## config.mk

```make
export PLATFORM = sky130hd
export DESIGN_NAME = gp_input_conditioner
export DESIGN_NICKNAME = d
export VERILOG_FILES = /design/src/rtl/gp_input_conditioner.sv
export SDC_FILE = /design/constraint.sdc
export NUM_CORES = 1
export LEC_CHECK = 0
export CORE_MARGIN = 8
export CORE_UTILIZATION = 32
export DETAILED_ROUTE_END_ITERATION = 16
export PLACE_DENSITY = 0.51
export SKIP_CTS_REPAIR_TIMING = 1
export SLEW_MARGIN = 15
export SYNTH_ARGS = -nofsm -noshare
export SYNTH_HDL_FRONTEND = slang
export SYNTH_SLANG_ARGS = --single-unit
```

## constraint.sdc

```tcl
create_clock -name clk_i -period 6.05 [get_ports clk_i]
set_input_delay 0.605 -clock clk_i [delete_from_list [all_inputs] [get_ports clk_i]]
set_output_delay 0.605 -clock clk_i [all_outputs]
set_load 0.005 [all_outputs]
```

## src/rtl/gp_input_conditioner.sv

```systemverilog
`default_nettype none
// ============================================================================
// Module   : gp_input_conditioner
// Brief    : Two-flop synchronizer, per-bit debounce and registered edge
//            pulses for raw general-purpose inputs feeding the GP input PIO.
//            Optional sticky rising-edge capture with a masked interrupt is
//            built only when the macro GP_EDGE_IRQ_EN is defined.
// Revision : 1.0 - initial release
// ============================================================================
module gp_input_conditioner #(
  parameter int               WIDTH           = 8,
  // Legal range 1 .. 2**CNT_W-1
  parameter int               DEBOUNCE_CYCLES = 50000,
  parameter int               CNT_W           = 16,
  parameter logic [WIDTH-1:0] RESET_VALUE     = '0
) (
  input  logic             clk_i,
  input  logic             reset_i,
  input  logic [WIDTH-1:0] raw_in_i,
`ifdef GP_EDGE_IRQ_EN
  input  logic [WIDTH-1:0] clear_mask_i,
  input  logic [WIDTH-1:0] irq_mask_i,
  output logic [WIDTH-1:0] edge_capture_o,
  output logic             irq_o,
`endif
  output logic [WIDTH-1:0] data_out_o,
  output logic [WIDTH-1:0] rise_pulse_o,
  output logic [WIDTH-1:0] fall_pulse_o,
  output logic             changed_o
);

  // Count value at which a differing level has persisted DEBOUNCE_CYCLES edges
  localparam logic [CNT_W-1:0] c_TERM = CNT_W'(DEBOUNCE_CYCLES - 1);

  logic [WIDTH-1:0]            s0_q;
  logic [WIDTH-1:0]            s1_q;
  logic [WIDTH-1:0]            data_q;
  logic [WIDTH-1:0]            rise_q;
  logic [WIDTH-1:0]            fall_q;
  logic                        changed_q;
  logic [WIDTH-1:0][CNT_W-1:0] cnt_q;

  logic [WIDTH-1:0][CNT_W-1:0] cnt_d;
  logic [WIDTH-1:0]            accept_d;
  logic [WIDTH-1:0]            data_d;
  logic [WIDTH-1:0]            rise_d;
  logic [WIDTH-1:0]            fall_d;

  // Per-bit debounce decision; every bit is evaluated independently.
  for (genvar i = 0; i < WIDTH; i++) begin : g_bit
    logic w_diff;
    logic w_at_term;

    assign w_diff      = s1_q[i] ^ data_q[i];
    assign w_at_term   = (cnt_q[i] == c_TERM);
    assign accept_d[i] = w_diff & w_at_term;
    // A return to the accepted level, an acceptance, or any out-of-range
    // count all reload to zero, so the counter can never wrap.
    assign cnt_d[i]    = (!w_diff || (cnt_q[i] >= c_TERM)) ? '0
                                                            : cnt_q[i] + 1'b1;
  end

  // Accepted bits take the synchronized level; others hold.
  assign data_d = (data_q & ~accept_d) | (s1_q & accept_d);
  assign rise_d = accept_d & s1_q;
  assign fall_d = accept_d & ~s1_q;

  // Synchronizer, debounce state and edge pulses share one register stage.
  always_ff @(posedge clk_i or posedge reset_i) begin
    if (reset_i) begin
      s0_q      <= RESET_VALUE;
      s1_q      <= RESET_VALUE;
      data_q    <= RESET_VALUE;
      rise_q    <= '0;
      fall_q    <= '0;
      changed_q <= 1'b0;
      cnt_q     <= '0;
    end else begin
      s0_q      <= raw_in_i;
      s1_q      <= s0_q;
      data_q    <= data_d;
      rise_q    <= rise_d;
      fall_q    <= fall_d;
      changed_q <= |accept_d;
      cnt_q     <= cnt_d;
    end
  end

  assign data_out_o   = data_q;
  assign rise_pulse_o = rise_q;
  assign fall_pulse_o = fall_q;
  assign changed_o    = changed_q;

`ifdef GP_EDGE_IRQ_EN
  logic [WIDTH-1:0] edge_q;
  logic             irq_q;

  // Sticky rising-edge flags; a coincident set overrides the clear strobe,
  // and the interrupt is registered one cycle behind the flags.
  always_ff @(posedge clk_i or posedge reset_i) begin
    if (reset_i) begin
      edge_q <= '0;
      irq_q  <= 1'b0;
    end else begin
      edge_q <= (edge_q & ~clear_mask_i) | rise_q;
      irq_q  <= |(edge_q & irq_mask_i);
    end
  end

  assign edge_capture_o = edge_q;
  assign irq_o          = irq_q;
`endif

endmodule
`default_nettype wire

```

## After elaboration in Yosys (flattened, before gate mapping)

Cells that the tools add are included.

| storage, ports and cells | value |
|---|---|
| flip-flop bits (word level) | 169 |
| output and inout port bits | 25 |
| word-level logic and storage cells | 85 |

| cells by class | value |
|---|---|
| add/subtract/negate cells | 8 |
| $lt $le $gt $ge | 8 |
| equality and inequality tests | 8 |
| mux-type cells | 8 |
| bitwise logic cells | 22 |
| reduce and logical (&&, ||, !) cells | 17 |

Operators with widths:

| cell | count |
|---|---|
| 16-bit by 1-bit adder with 16-bit output (second input constant) | 8 |
| 16-bit == test (second input constant) | 8 |
| 16-bit >= comparator (second input constant) | 8 |
| 16-bit two-way mux | 8 |
| 8-bit AND | 3 |
| 8-bit inverter | 2 |
| 1-bit AND | 8 |
| 1-bit zero test | 8 |
| 1-bit logical OR | 8 |
| 8-bit bitwise OR | 1 |
| 8-bit OR reduction | 1 |
| 1-bit XOR | 8 |

## Longest topological paths before layout

Gate-level depths: netlist (run 1).

| logic depth | value |
|---|---|
| depth after elaboration | 5 |
| mapped depth | 6 |

## Worst setup path after synthesis (run 1)

Ideal clock, no wire load.

| timing path | value |
|---|---|
| path kind | register -> register |
| start point | register cnt_q[28] in the netlist's numbering |
| end point | register with a tool-made name |
| setup time | 0.125 ns |
| data arrival time | 1.782 ns |
| data required time | 5.925 ns |
| path slack | 4.143 ns |
| cell stages (with the launch flop) | 4 |
| buffers on the path | 0 |
| cells stage by stage | dfrtp_1 -> or4_4 -> or4_4 -> mux2_4 |

RTL lines:

| what | line | text |
|---|---|---|
| start: declaration | 41 | `logic [WIDTH-1:0][CNT_W-1:0] cnt_q;` |
| start signal: assignment | 85 | `cnt_q <= cnt_d;` |

==> qor.csv, run 1 <==
stage;metric;value;unit
status;status;completed;
timing;Tcrit/Tclk final;0.370;
critical_path;CP Capture Type;flop;
die;Die Wd;172;um
grt;first-pass GRT wire length;25900;um
timing;# setup viols final;0;
power_and_ir_drop;Pleak;3.63;nW
placement;IO buf count;34;
drt;Vias;5294;
timing;endpoints failing hold;0;
placement;DP Wirelength;10100;um
critical_path;slowest stage cell, crit path;o311ai_2;
yosys;warnings from Yosys;0;
timing;crit path time final;2.24;ns
job;MaxCap Viol Count;0;
drt;final WL;14800;um
critical_path;Critical Path Max Stage Delay;0.96;ns
timing;Final Max Slew Viols;0;
yosys;Unique masters post-synth;48;
yosys;biggest area consumer among synthesized cells;dfrtp_1;
critical_path;Startpoint Class;flop;
critical_path;CP delay by family, top;compound AO/OA/AOI/OAI gates;
die;Starting Density;0.322;
drt;DRT iter0 DRCs;261;
yosys;post-synthesis register bit count;169;
yosys;Synth top area share;0.546;
power_and_ir_drop;total chip power;2.26;mW
clocking;H-tree Lvls;4;
yosys;synthesized area per cell;10.4;sq um
clocking;Clock Latency Late Sink;0.42;ns
timing;Setup TNS;0;ns
layout;most common cell after layout, fill and taps aside;dfrtp_1;
critical_path;critical path type;reg2reg;
clocking;Reg clk slew, reported paths;0.07;ns
grt;Congestion Overflow GR;0;
critical_path;arrival time worst endpoint;2.50;ns
critical_path;flop-to-flop setup slack;3.81;ns
clocking;clock buffer depth;2;
timing;fmax;447;MHz
grt;vias in the first global route;5185;
placement;Final Wtd Congestion;0.744;
yosys;number of synthesized flops with an enable pin;0;
hold_path;hold crit path type;reg2reg;
power_and_ir_drop;P per Cell Area;250;nW/um^2
yosys;Synth Flop Type;dfrtp_1;
power_and_ir_drop;peak supply drop;0.133;mV
grt;largest net degree at the start of global routing;65;
grt;GRT Overall Usage;0.108;
yosys;register area share after synthesis;0.546;
clocking;CTS tree;yes;
clocking;CTS Buf Count;17;
drt;1st-pass router iterations;4;
die;Core ar.;24000;sq um
layout;final net count;810;
layout;n_diodes;0;
drt;Post-route DRC;0;
critical_path;CP required;6.31;ns
clocking;clock sink total;169;
yosys;synth top area cells;dfrtp_1, xnor2_1, nor2_1;
die;I/O pins;35;
yosys;Cell Area, Synth;7750;sq um
placement;placed cell count;1097;
layout;Final Core Density;0.376;
layout;P&R area growth vs syn;16.7;%
placement;Area after DPL;8480;sq um
yosys;Post-Syn Nets;766;
layout;layout cells sized above 1;0.0683;
die;Rows;57;
timing;unrepaired setup endpoints after global routing;false;
critical_path;critical path cell sequence;or4_1 > o311ai_2 > nor2_1;
die;Die Footprint;29400;sq um
yosys;Gate Count Post-Synth;748;
timing;Worst Max-Slew Pin Slew;1.07;ns
layout;cell area after layout;9040;sq um
drt;Final ANT Viol Nets;0;
critical_path;Max FO, Critical Path;16;
die;Vert. Die Dim;172;um
yosys;Async SR Flop Fraction;1.00;
layout;Layout Cells excl Fill;1129;
timing;clk_skew;0.0120;ns
grt;antenna violations before repair;0;
layout;most frequent cells in the layout;dfrtp_1, nor2_1, xnor2_1, nand3_1;
drt;WL/cell;13.1;um
critical_path;WP buf/inv;0;
drt;Via-to-Cell Ratio;4.69;
clocking;clock root cell;clkbuf_16;
timing;Max-slew headroom;0.281;
[sequential cells by signal, indices dropped and copies added (netlist names), named ones only]
name / cells
cnt_q: 128
fall_pulse_o: 8
rise_pulse_o: 8
s0_q: 8
s1_q: 8
changed_o: 1
[through the flow]
step                      hold WS (ns)  setup WS [ns]
after CTS                        0.349           3.78
final                            0.347           3.81
after detailed placement         0.335           3.63
after global routing             0.355           3.61
after floorplan                  0.331          0.870
after global placement           0.333           3.60
[area by class of cell]
cell class | count | area, sq um
timing repair buffer | 39 | 378
fill | 2405 | 15000
sequential | 169 | 4230
multi-input combinational | 534 | 3350
clock buffer | 22 | 474
tap | 324 | 405
clock inverter | 10 | 86.3
inverter | 31 | 121
[cell families after synthesis]
family,after synthesis,synth area share
flops,169,0.546
buf+inv,45,0.0220
simple gates,358,0.239
compound gates,57,0.0517
mux,8,0.0121
xor+xnor,103,0.116
fa+ha+maj,8,0.0129
[where the power goes]
| part | total, mW | internal, mW | switching, mW |
|---|---|---|---|
| combinational | 0.0743 | 0.0240 | 0.0504 |
| clock | 1.02 | 0.566 | 0.456 |
| sequential | 1.16 | 1.15 | 0.0162 |
| total | 2.26 | 1.74 | 0.522 |
[Yosys cell counts, types with 10 or more instances]
cell        n
nand3_1    42
a21oi_1    15
nand2_1    34
or3_1      10
nand4_1    29
xor2_1     29
nor3b_1    20
nor3_1     24
o21ai_0    11
nor4_1     24
nor2_1    132
inv_1      31
clkbuf_1   13
xnor2_1    74
dfrtp_1   169
and4_1     10
[metal layers]
metal  vias to the layer above  routed length, um  GRT usage
li1                       2695                  -          -
met1                      2550               7560      0.148
met2                        36               6780      0.165
met3                        13                294     0.0239
met4                         0                209     0.0393
met5                         -                  0          0
[worst paths after layout]
check / startpoint / endpoint / cells past startpoint
setup / recovery: cnt_q[124]$_DFF_PP0_ / cnt_q[117]$_DFF_PP0_ / 3
hold / removal: s0_q[1]$_DFF_PP0_ / s1_q[1]$_DFF_PP0_ / 0
setup reg to reg: cnt_q[124]$_DFF_PP0_ / cnt_q[117]$_DFF_PP0_ / 3
hold reg to reg: s0_q[1]$_DFF_PP0_ / s1_q[1]$_DFF_PP0_ / 0
max in group asynchronous: reset_i / cnt_q[41]$_DFF_PP0_ / 3
min in group asynchronous: reset_i / s0_q[4]$_DFF_PP0_ / 2
[worst reg2reg max path, cell delays in order (launching register included)]
cell	delay (ns)
dfrtp_1	0.40
or4_1	0.59
o311ai_2	0.96
nor2_1	0.13
No activity file was read; power rests on OpenSTA's default activity.
==> inputs of run 2 (changes only) <==
==> constraint.sdc (replaced) <==
create_clock -name clk_i -period 2.1 [get_ports clk_i]
set_input_delay 0.21 -clock clk_i [delete_from_list [all_inputs] [get_ports clk_i]]
set_output_delay 0.21 -clock clk_i [all_outputs]
set_load 0.005 [all_outputs]
==> run 2 against run 1 <==
Compared with the run above: sequential cell count did not move; maximum frequency rose by 13%; non-clock buffer count rose by 12; hold slack got worse by 0.13 ns.
==> qor.csv, run 2 (synthesis gave the netlist of run 1 again) <==
stage;metric;value;unit;change
status;status;completed;;
timing;fmax;505;MHz;+13%
timing;Worst Max-Slew Pin Slew;0.538;ns;-0.533 ns
timing;Setup TNS;0;ns;unchanged
layout;max reg flops;128;;unchanged
clocking;H-tree Lvls;4;;unchanged
hold_path;hold crit path type;in2reg;;
layout;Final Core Density;0.384;;+0.00744
die;Rows;57;;unchanged
critical_path;arrival time worst endpoint;2.29;ns;-0.21 ns
die;I/O pins;35;;unchanged
critical_path;CP Launch Point;cnt_q[29]$_DFF_PP0_;;
power_and_ir_drop;Seq pwr share;0.486;;-0.029
grt;Congestion Overflow GR;0;;unchanged
timing;Final Max Slew Viols;0;;unchanged
die;Core ar.;24000;sq um;unchanged
clocking;clock buffer depth;2;;unchanged
grt;first-pass GRT wire length;26300;um;+1.7%
grt;GRT Overall Usage;0.110;;+0.00196
layout;most frequent cells in the layout;dfrtp_1, nor2_1, xnor2_1, nand3_1;;
timing;crit path time final;1.98;ns;-0.256 ns
timing;endpoints failing hold;0;;unchanged
critical_path;worst r2r src;cnt_q[29]$_DFF_PP0_;;
layout;P&R area growth vs syn;19.0;%;
placement;DP Wirelength;10100;um;+0.74%
timing;setup ws final;0.118;ns;-3.69 ns
layout;Layout Cells excl Fill;1141;;+1.1%
job;MaxCap Viol Count;0;;unchanged
critical_path;Startpoint Class;flop;;
power_and_ir_drop;P per Cell Area;748;nW/um^2;+200%
layout;most common cell after layout, fill and taps aside;dfrtp_1;;
die;Die Wd;172;um;unchanged
timing;clk_skew;0.0154;ns;+0.00339 ns
drt;WL/cell;13.2;um;+0.48%
critical_path;Max FO, Critical Path;6;;-10
drt;Vias;5431;;+2.6%
die;Vert. Die Dim;172;um;unchanged
drt;DRT iter0 DRCs;334;;+28%
timing;Max-slew headroom;0.641;;+0.360
clocking;Clock Latency Late Sink;0.43;ns;about the same
drt;Post-route DRC;0;;unchanged
critical_path;CP Capture Type;flop;;
clocking;clock root cell;clkbuf_16;;
layout;n_diodes;0;;unchanged
layout;Most flops, register;cnt_q;;
power_and_ir_drop;net switching power;1.68;mW;+220%
clocking;clock sink total;169;;unchanged
layout;# fillers;2363;;-1.7%
clocking;Reg clk slew, reported paths;0.07;ns;about the same
placement;dpl ws;0.118;ns;-3.51 ns
drt;final WL;15100;um;+1.5%
hold_path;hold_sp;raw_in_i[5];;
layout;final net count;822;;+1.5%
grt;largest net degree at the start of global routing;99;;+52%
placement;placed cell count;1109;;+1.1%
die;Die Footprint;29400;sq um;unchanged
timing;# setup viols final;0;;unchanged
drt;Final ANT Viol Nets;0;;unchanged
timing;unrepaired setup endpoints after global routing;false;;
power_and_ir_drop;Pleak;3.72;nW;+2.5%
layout;area occupied by multi-input gates;3350;sq um;unchanged
clocking;CTS tree;yes;;
clocking;CTS Buf Count;17;;unchanged
layout;layout cells sized above 1;0.0845;;+0.0161
critical_path;critical path type;reg2reg;;
grt;antenna violations before repair;0;;unchanged
placement;IO buf count;34;;unchanged
layout;cell area after layout;9220;sq um;+2.0%
drt;Via-to-Cell Ratio;4.76;;+1.5%
timing;Tcrit/Tclk final;0.944;;+0.574
die;Starting Density;0.322;;unchanged
critical_path;CP required;2.41;ns;-3.90 ns
power_and_ir_drop;combinational share of power;0.034;;about the same
power_and_ir_drop;Pint;5.22;mW;+200%
power_and_ir_drop;clock group share of total power;0.480;;+0.028
placement;Area after DPL;8590;sq um;+1.3%
drt;1st-pass router iterations;4;;unchanged
grt;vias in the first global route;5356;;+3.3%
power_and_ir_drop;switching share of power;0.243;;+0.0121
placement;Final Wtd Congestion;0.760;;+2.2%
layout;Reg area;4230;sq um;unchanged
power_and_ir_drop;peak supply drop;0.449;mV;+240%
==> run 2: power groups by stage <==
stage	logic, mW	clock network [mW]	registers [mW]
after detailed placement	0.243	0	3.41
final	0.232	3.31	3.35
after CTS	0.244	3.41	3.35
after floorplan	0.156	0	3.41
after global placement	0.240	0	3.41
after global routing	0.273	3.53	3.36
==> run 2: area by class of cell <==
cell class              count  share of cell area
flip-flops and latches    169               0.459
multi-input cells         534               0.363
repair buffers             51              0.0535
clock buffers              17              0.0461
well taps                 324              0.0440
clock inverters            15              0.0217
inverters                  31              0.0130
==> run 2: path summary, 6_finish.rpt <==
kind                                        end  slack (ns)  depth (start not counted)
min in group asynchronous  cnt_q[127]$_DFF_PP0_        0.26                          3
min reg2reg                   s1_q[6]$_DFF_PP0_        0.35                          0
min                           s0_q[5]$_DFF_PP0_        0.22                          1
max                                        flop        0.12                          3
max reg2reg                                flop        0.12                          3
max in group asynchronous   cnt_q[80]$_DFF_PP0_        1.37                          3
==> run 2: routing by layer <==
| layer | wire, um | track usage |
|---|---|---|
| met5 | 0 | 0 |
| met4 | 163 | 0.0329 |
| met3 | 447 | 0.0280 |
| met2 | 7040 | 0.172 |
| met1 | 7420 | 0.147 |
==> run 2: through the flow <==
stage          total power, mW  hold slack (ns)
6_report                  6.89            0.218
4_1_cts                   7.00            0.203
3_5_place_dp              3.66            0.337
2_1_floorplan             3.56            0.241
5_1_grt                   7.16            0.198
3_3_place_gp              3.65            0.333
==> run 2: critical path, cell delays in order (launching register included) <==
cell and delay [ns]:
dfrtp_1 0.43, or4_4 0.55, or4_4 0.58, mux2_4 0.31
==> inputs of run 3 (changes only) <==
--- a/config.mk
+++ b/config.mk
@@ -6,9 +6,9 @@
 export NUM_CORES = 1
 export LEC_CHECK = 0
 export CORE_MARGIN = 8
-export CORE_UTILIZATION = 32
+export CORE_UTILIZATION = 40
 export DETAILED_ROUTE_END_ITERATION = 16
-export PLACE_DENSITY = 0.51
+export PLACE_DENSITY = 0.6
 export SKIP_CTS_REPAIR_TIMING = 1
 export SLEW_MARGIN = 15
 export SYNTH_ARGS = -nofsm -noshare
==> run 3 against run 2 <==
Compared with the run above: global-route usage is 1.9 points higher; largest power group unchanged; sequential cell count did not move; power down 2.8%.
==> qor.csv, run 3 (synthesis gave the netlist of run 1 again) <==
stage;metric;value;unit;change
die;Die Wd;155;um;-9.6%
timing;clk_skew;0.0145;ns;-0.000894 ns
power_and_ir_drop;Pleak;3.68;nW;-1.0%
die;Core ar.;19200;sq um;-20%
grt;first-pass GRT wire length;25400;um;-3.6%
critical_path;CP delay by family, top;simple AND/OR/NAND/NOR gates;;
timing;Worst Max-Slew Pin Slew;0.533;ns;-0.00515 ns
layout;Most flops, register;cnt_q;;
drt;Final ANT Viol Nets;0;;unchanged
die;Vert. Die Dim;155;um;-9.6%
critical_path;Startpoint Class;flop;;
placement;Final Wtd Congestion;0.788;;+3.7%
placement;Area after DPL;8500;sq um;-1.1%
grt;antenna violations before repair;0;;unchanged
drt;final WL;14400;um;-4.7%
drt;WL/cell;13.3;um;+0.85%
layout;Final Core Density;0.473;;+0.0898
critical_path;Critical Path Max Stage Delay;0.58;ns;about the same
layout;cell area after layout;9090;sq um;-1.4%
critical_path;critical path type;reg2reg;;
job;MaxCap Viol Count;0;;unchanged
power_and_ir_drop;P per Cell Area;737;nW/um^2;-1.4%
clocking;CTS tree;yes;;
power_and_ir_drop;peak supply drop;0.545;mV;+21%
clocking;clock buffer depth;2;;unchanged
clocking;Reg clk slew, reported paths;0.07;ns;about the same
critical_path;CP Capture Type;flop;;
placement;dpl ws;0.141;ns;+0.0226 ns
hold_path;hold crit path type;in2async;;
timing;Max-slew headroom;0.642;;about the same
timing;fmax;508;MHz;+0.61%
grt;Congestion Overflow GR;0;;unchanged
timing;Hold Slack;0.120;ns;-0.0972 ns
grt;largest net degree at the start of global routing;69;;-30%
critical_path;arrival time worst endpoint;2.28;ns;about the same
timing;unrepaired setup endpoints after global routing;false;;
drt;Via-to-Cell Ratio;4.96;;+4.2%
drt;met3 routed WL;351;um;-21%
drt;DR WL met2;6620;um;-5.9%
drt;Post-route DRC;0;;unchanged
drt;1st-pass router iterations;4;;unchanged
clocking;H-tree Lvls;4;;unchanged
layout;# fillers;1787;;-24%
clocking;clock sink total;169;;unchanged
power_and_ir_drop;combinational share of power;0.034;;about the same
timing;Tcrit/Tclk final;0.938;;-0.00573
status;status;completed;;
layout;most common cell after layout, fill and taps aside;dfrtp_1;;
power_and_ir_drop;Pint;5.17;mW;-0.82%
grt;vias in the first global route;5284;;-1.3%
layout;n_diodes;0;;unchanged
layout;layout cells sized above 1;0.0787;;-0.00573
clocking;Clock Latency Late Sink;0.42;ns;about the same
critical_path;slowest stage cell, crit path;or4_4;;
drt;Routed met1 length;7260;um;-2.2%
layout;final net count;818;;-0.49%
die;Die Footprint;24100;sq um;-18%
die;Rows;51;;-11%
critical_path;WP buf/inv;0;;unchanged
grt;GRT Overall Usage;0.129;;+0.0192
critical_path;Worst path most repeated cell;or4_4;;
drt;DRT iter0 DRCs;255;;-24%
critical_path;CP required;2.41;ns;about the same
placement;DP Wirelength;9900;um;-2.2%
die;I/O pins;35;;unchanged
die;Starting Density;0.403;;+0.0810
clocking;CTS Buf Count;17;;unchanged
timing;setup ws final;0.130;ns;+0.0120 ns
critical_path;Max FO, Critical Path;6;;unchanged
layout;most frequent cells in the layout;dfrtp_1, nor2_1, xnor2_1, nand3_1;;
layout;P&R area growth vs syn;17.4;%;
critical_path;critical path cell sequence;or4_4 > or4_4 > mux2_4;;
drt;DR top layer;met4;;
power_and_ir_drop;Seq pwr share;0.500;;+0.014
power_and_ir_drop;net switching power;1.53;mW;-8.9%
power_and_ir_drop;switching share of power;0.228;;-0.0152
timing;endpoints failing hold;0;;unchanged
power_and_ir_drop;total chip power;6.70;mW;-2.8%
drt;Vias;5348;;-1.5%
timing;crit path time final;1.97;ns;-0.0120 ns
power_and_ir_drop;clock group share of total power;0.465;;-0.015
timing;Final Max Slew Viols;0;;unchanged
placement;IO buf count;34;;unchanged
layout;max reg flops;128;;unchanged
timing;# setup viols final;0;;unchanged
clocking;clock root cell;clkbuf_16;;
-- run 3: cell count changes in the layout (fill, tap and decap cells not counted), sizes merged --
cell      change
buf           -4
clkbuf        +1
clkinvlp      +3
inv           -1
clkinv        -3
-- run 3: path summary, 6_finish.rpt --
path / startpoint / to / slack [ns] / cells after the start
min in group clk_i: raw_in_i[6] / s0_q[6]$_DFF_PP0_ / 0.22 / 1
min reg2reg: s0_q[1]$_DFF_PP0_ / s1_q[1]$_DFF_PP0_ / 0.35 / 0
max in group asynchronous: reset_i / cnt_q[82]$_DFF_PP0_ / 1.34 / 3
min: reset_i / rise_pulse_o[2]$_DFF_PP0_ / 0.12 / 2
max reg2reg: cnt_q[29]$_DFF_PP0_ / flop / 0.13 / 3
max: cnt_q[29]$_DFF_PP0_ / flop / 0.13 / 3
-- run 3: power by group through the flow --
stage	clock network, mW	logic, mW	registers, mW
floorplan	0	0.156	3.41
global placement	0	0.238	3.41
detailed placement	0	0.239	3.42
CTS	3.23	0.241	3.35
global route	3.38	0.271	3.36
finish	3.12	0.230	3.35
-- run 3: final cells by class --
type	count	area [sq um]	share of cell area
clock inverters	14	161	0.0177
clock buffers	18	429	0.0472
multi-input cells	534	3350	0.368
inverters	31	120	0.0132
repair buffers	47	475	0.0523
flip-flops and latches	169	4230	0.465
well taps	265	332	0.0365
-- run 3: metal layers --
metal / up-vias / global-route usage
met3: 11 / 0.0372
li1: 2724 / -
met2: 53 / 0.198
met5: - / 0
met1: 2560 / 0.174
met4: 0 / 0.0401
-- run 3: stage by stage --
stage	std cells	setup TNS, ns
6_report	1078	0
5_1_grt	1078	0
4_1_cts	1078	0
3_5_place_dp	1046	0
3_3_place_gp	1046	0
2_1_floorplan	748	-44.74
